<file path="src/rtl/sar_bit_collector.sv">
// sar_bit_collector: SAR trial/result register with valid/ready word output; define SAR_AVG_EN to emit the mean of 2^AVG_LOG2 conversions
module sar_bit_collector #(
    parameter int NBITS    = 4,
    parameter int AVG_LOG2 = 2
) (
    input  logic             CLK,
    input  logic             RESET,
    input  logic             SARRST,
    input  logic [NBITS-1:0] BITEN,
    input  logic             VCOMP,
    output logic [NBITS-1:0] DAC,
    output logic [NBITS-1:0] DOUT,
    output logic             DVALID,
    input  logic             DREADY,
    output logic             BUSY,
    output logic             OVF,
    output logic             ERR
);
    localparam int IW = (NBITS > 1) ? $clog2(NBITS) : 1;
    typedef enum logic [1:0] {IDLE, SAMPLE, CONVERT} state_t;
    state_t           state_q, state_d;
    logic [IW-1:0]    idx_q, idx_d;
    logic [NBITS-1:0] dac_q, dac_d, dout_q, dout_d;
    logic             dvalid_q, dvalid_d, ovf_q, ovf_d, err_q, err_d;
    logic [NBITS-1:0] expect_oh, code, word;
    logic             done, load;
    assign expect_oh = {{(NBITS-1){1'b0}}, 1'b1} << idx_q;
    assign code      = {dac_q[NBITS-1:1], VCOMP};
`ifdef SAR_AVG_EN
    localparam int AW = NBITS + AVG_LOG2;
    logic [AW-1:0]       acc_q, acc_d, sum;
    logic [AVG_LOG2-1:0] cnt_q, cnt_d;
    assign sum = acc_q + AW'(code);
    // accumulate finished codes; the counter wraps to zero on the emitting completion
    always_comb begin
        acc_d = acc_q;
        cnt_d = cnt_q;
        load  = 1'b0;
        word  = sum[AW-1:AVG_LOG2];
        if (done) begin
            load  = &cnt_q;
            acc_d = load ? '0 : sum;
            cnt_d = cnt_q + AVG_LOG2'(1);
        end
    end
    // accumulator and completion counter
    always_ff @(posedge CLK) begin
        if (RESET) begin
            acc_q <= '0;
            cnt_q <= '0;
        end else begin
            acc_q <= acc_d;
            cnt_q <= cnt_d;
        end
    end
`else
    assign load = done;
    assign word = code;
`endif
    // conversion sequencing: SARRST wins, expected strobe resolves a bit, anything else is an error
    always_comb begin
        state_d = state_q;
        idx_d   = idx_q;
        dac_d   = dac_q;
        err_d   = err_q;
        done    = 1'b0;
        if (SARRST) begin
            state_d = SAMPLE;
            idx_d   = IW'(NBITS-1);
            dac_d   = {1'b1, {(NBITS-1){1'b0}}};
        end else if (BITEN != '0) begin
            if (state_q == IDLE) begin
                err_d = 1'b1;
            end else if (BITEN == expect_oh) begin
                dac_d[idx_q] = VCOMP;
                if (idx_q != '0) begin
                    dac_d[idx_q - IW'(1)] = 1'b1;
                    idx_d   = idx_q - IW'(1);
                    state_d = CONVERT;
                end else begin
                    done    = 1'b1;
                    state_d = IDLE;
                end
            end else begin
                err_d   = 1'b1;
                state_d = IDLE;
                dac_d   = '0;
            end
        end
    end
    // output word handshake: a load on a transfer edge keeps DVALID high without overflow
    always_comb begin
        dout_d   = load ? word : dout_q;
        dvalid_d = load | (dvalid_q & ~DREADY);
        ovf_d    = ovf_q | (load & dvalid_q & ~DREADY);
    end
    // state registers
    always_ff @(posedge CLK) begin
        if (RESET) begin
            state_q  <= IDLE;
            idx_q    <= IW'(NBITS-1);
            dac_q    <= '0;
            dout_q   <= '0;
            dvalid_q <= 1'b0;
            ovf_q    <= 1'b0;
            err_q    <= 1'b0;
        end else begin
            state_q  <= state_d;
            idx_q    <= idx_d;
            dac_q    <= dac_d;
            dout_q   <= dout_d;
            dvalid_q <= dvalid_d;
            ovf_q    <= ovf_d;
            err_q    <= err_d;
        end
    end
    assign DAC    = dac_q;
    assign DOUT   = dout_q;
    assign DVALID = dvalid_q;
    assign BUSY   = state_q != IDLE;
    assign OVF    = ovf_q;
    assign ERR    = err_q;
endmodule

</file>
<file path="config.mk">
export PLATFORM = sky130hd
export DESIGN_NAME = sar_bit_collector
export DESIGN_NICKNAME = d
export VERILOG_FILES = /design/src/rtl/sar_bit_collector.sv
export SDC_FILE = /design/constraint.sdc
export NUM_CORES = 1
export LEC_CHECK = 0
export CAP_MARGIN = 20
export CORE_ASPECT_RATIO = 0.75
export CORE_UTILIZATION = 40
export CTS_BUF_LIST = sky130_fd_sc_hd__clkbuf_4 sky130_fd_sc_hd__clkbuf_8 sky130_fd_sc_hd__clkbuf_16
export DETAILED_ROUTE_END_ITERATION = 16
export GPL_TIMING_DRIVEN = 0
export PLACE_DENSITY = 0.78
export SYNTH_ARGS = -nofsm -noshare
export SYNTH_HDL_FRONTEND = slang
export SYNTH_SLANG_ARGS = --single-unit
</file>
<file path="constraint.sdc">
create_clock -name CLK -period 3.7 [get_ports CLK]
set_input_delay 0.74 -clock CLK [delete_from_list [all_inputs] [get_ports CLK]]
set_output_delay 0.74 -clock CLK [all_outputs]
set_load 0.005 [all_outputs]
</file>
==> reports/qor.csv <==
stage;metric;value;unit
setup_path;end_kind;output port;
floorplan;start_util;44.6;%
synthesis;ys.flop_type;dfxtp_1;
timing;slew_headroom;64.9;%
timing;final.min_clock_period;2.07;ns
floorplan;ios;21;
clock_tree;cts_tree;built;
setup_path;reg2reg_to;DOUT[1];
synthesis;synth_xor_area_share;4.35;%
setup_path;crit_slowest_cell;clkdlybuf4s50_1;
clock_tree;cts-root-buf;clkbuf_4;
clock_tree;clk_path_buf_depth;2;
setup_path;timing.rr.start;idx_q[0];
grt;antenna_found_initial;0;
floorplan;die_h;40.8;um
finish;layout_commonest_cell;clkdlybuf4s50_1;
clock_tree;clk_latency;0.28;ns
setup_path;startpoint_type;flip-flop;
setup_path;path_max_fanout;3;
synthesis;synth_top_family_by_area;simple AND/OR/NAND/NOR gates;
clock_tree;post_cts_buffers;0;
synthesis;synth_edf_count;0;
synthesis;synthArstFlopShare;0;%
routing;wl_per_cell;13.5;um
finish;syn_to_final_growth;30.8;%
timing;finalCritPeriodShare;56.0;%
synthesis;synth_seq_area_share;37.3;%
grt;track_usage;19.0;%
clock_tree;cts_sinks;15;
clock_tree;htree_levels;1;
synthesis;muxShareOfSynthArea;7.62;%
synthesis;yosys.area_share.simple;23.2;%
timing;drv_slew;0;
clock_tree;cts_hold_buf;0;
timing;final.setup.tns;0;ns
finish;diodes;0;
finish;drive_above_1_share;8.85;%
placed_design;dpl_worst_slack;1.39;ns
placed_design;port_buffers;19;
setup_path;max_stage_delay;0.45;ns
routing;ant_nets;0;
synthesis;syn-num-nets;103;
power;p_leak;0.400;nW
routing;avgViaCountPerCell;5.61;
status;status;finished, final reports clean;
power;p_total;301;uW
routing;wl;1820;um
finish;multi_input_area;463;um2
setup_path;path_class;reg2out;
synthesis;syn_inst;90;
finish;fin_nets;127;
timing;hold_violations;0;
routing;drc_errors;0;
clock_tree;ctsResizeCount;0;
timing;fmax;482;MHz
timing;setup_viol;0;
routing;num_vias;757;
floorplan;die_w;53.8;um
timing;rsz0062_at_grt;no;
grt;grt_pass1_vias;607;
finish;final_cell_mix;clkdlybuf4s50_1 (19), dfxtp_1 (15), nand2_1 (11);
grt;grt_max_degree;11;
setup_path;worstPathCellList;or2_1 > clkdlybuf4s50_1;
synthesis;synth_compound_area_share;16.2;%
hold_path;hp-class;reg2reg;
power;power_density;286;nW/um2
power;ir_drop;0.257;mV
synthesis;syn_area_per_cell;8.94;um2
grt;gr-total-overflow;0;
timing;setup_slack;1.63;ns
setup_path;crit_end;BUSY;
job;max_cap_viol_count;0;
floorplan;row_count;13;
synthesis;yosysUniqueCellTypes;33;
synthesis;yosysWarnings;0;
placed_design;dp_hpwl;1390;um
synthesis;synth-seq-cells;15;
clock_tree;numCtsBuffers;3;
timing;clock-skew-final;0.00754;ns
synthesis;syn_area;805;um2
floorplan;die_area;2200;um2
placed_design;finalWeightedCongestion;0.841;
routing;first_pass_iters;5;
finish;seqCellArea;300;um2
setup_path;cp_data_required_time;2.96;ns
grt;grt_first_pass_wirelength;2780;um
clock_tree;clk_pin_slew_worst_paths;0.09;ns
floorplan;core-area;1810;um2
timing;worst_pin_slew;0.522;ns
routing;drt_iter0_drc;21;
synthesis;synthAdderAreaFrac;6.22;%
setup_path;reg2reg_depth;6;
finish;nFillCells;156;
setup_path;r2r_slack;1.77;ns
setup_path;worst_ep_arrival_time;1.33;ns
setup_path;cp-startpoint;state_q[0];
==> per-stage QoR <==
| step | hold slack (ns) | cell area, um2 | utilization, % | std cells |
|---|---|---|---|---|
| after floorplan | 0.442 | 805 | - | 90 |
| after global routing | 0.487 | 1050 | 58.3 | 135 |
| after global placement | 0.435 | 1020 | 56.6 | 131 |
| after CTS | 0.468 | 1050 | 58.3 | 135 |
| after detailed placement | 0.449 | 1020 | 56.6 | 131 |
| final | 0.467 | 1050 | 58.3 | 135 |
==> sequential cells by signal (all words and copies together), names as in the netlist <==
| register | flops |
|---|---|
| DOUT | 4 |
| DAC | 4 |
| ERR | 1 |
| state_q | 2 |
| idx_q | 2 |
| DVALID | 1 |
| OVF | 1 |
==> how the worst min path moves through the flow <==
| stage | cells after the start | from | slack, ns | end |
|---|---|---|---|---|
| after detailed placement | 2 | DOUT[0] | 0.45 | DOUT[0] |
| after global placement | 2 | ERR | 0.44 | ERR |
| final | 2 | ERR | 0.47 | ERR |
| after floorplan | 2 | ERR | 0.44 | ERR |
| after global routing | 2 | DOUT[2] | 0.49 | DOUT[2] |
| after CTS | 2 | DOUT[0] | 0.47 | DOUT[0] |
==> worst max-delay path: cells and delay by family, from the launching register on <==
family        cells  cell delay, ns
buf+inv           1            0.45
flops             1            0.33
simple gates      1            0.27
==> per-layer routing <==
layer  GRT usage (%)  wire, um
met5               0         0
met4            10.5        45
met3            7.78       152
met2            27.2       803
met1            24.3       815
==> synth_stat cells (2+ instances only) <==
master | number | area (um2)
nor2_1 | 5 | 18.8
o21ai_1 | 2 | 10.0
nor3_1 | 5 | 25.0
nand2_1 | 11 | 41.3
and3_1 | 2 | 12.5
dfxtp_1 | 15 | 300
inv_1 | 4 | 15.0
a32oi_1 | 3 | 26.3
a21oi_1 | 6 | 30.0
clkbuf_1 | 3 | 11.3
mux2i_1 | 5 | 50.1
o22ai_1 | 2 | 12.5
o21ai_0 | 2 | 10.0
xnor2_1 | 3 | 26.3
ha_1 | 4 | 50.1
==> report_power, final <==
| part | switching, mW | internal, mW |
|---|---|---|
| registers | 0.00179 | 0.164 |
| clock network | 0.0507 | 0.0492 |
| logic | 0.0184 | 0.0170 |
==> logic make-up (layout without fill, tap and decap cells) <==
group / after synthesis / after routing
XOR/XNOR: 4 / 4
buffers and inverters: 9 / 32
flip-flops: 15 / 15
adder cells (fa/ha/maj): 4 / 4
AO/OA/AOI/OAI: 20 / 20
multiplexers: 6 / 6
AND/OR/NAND/NOR: 32 / 32
==> area by class of cell <==
| cell class | count | area share, % |
|---|---|---|
| clock buffer | 4 | 2.85 |
| multi-input combinational | 66 | 44.0 |
| timing repair buffer | 19 | 18.1 |
| inverter | 5 | 1.78 |
| tap | 22 | 2.62 |
| sequential | 15 | 28.5 |
| buffer | 4 | 2.14 |
No activity file was read; power rests on OpenSTA's default activity.
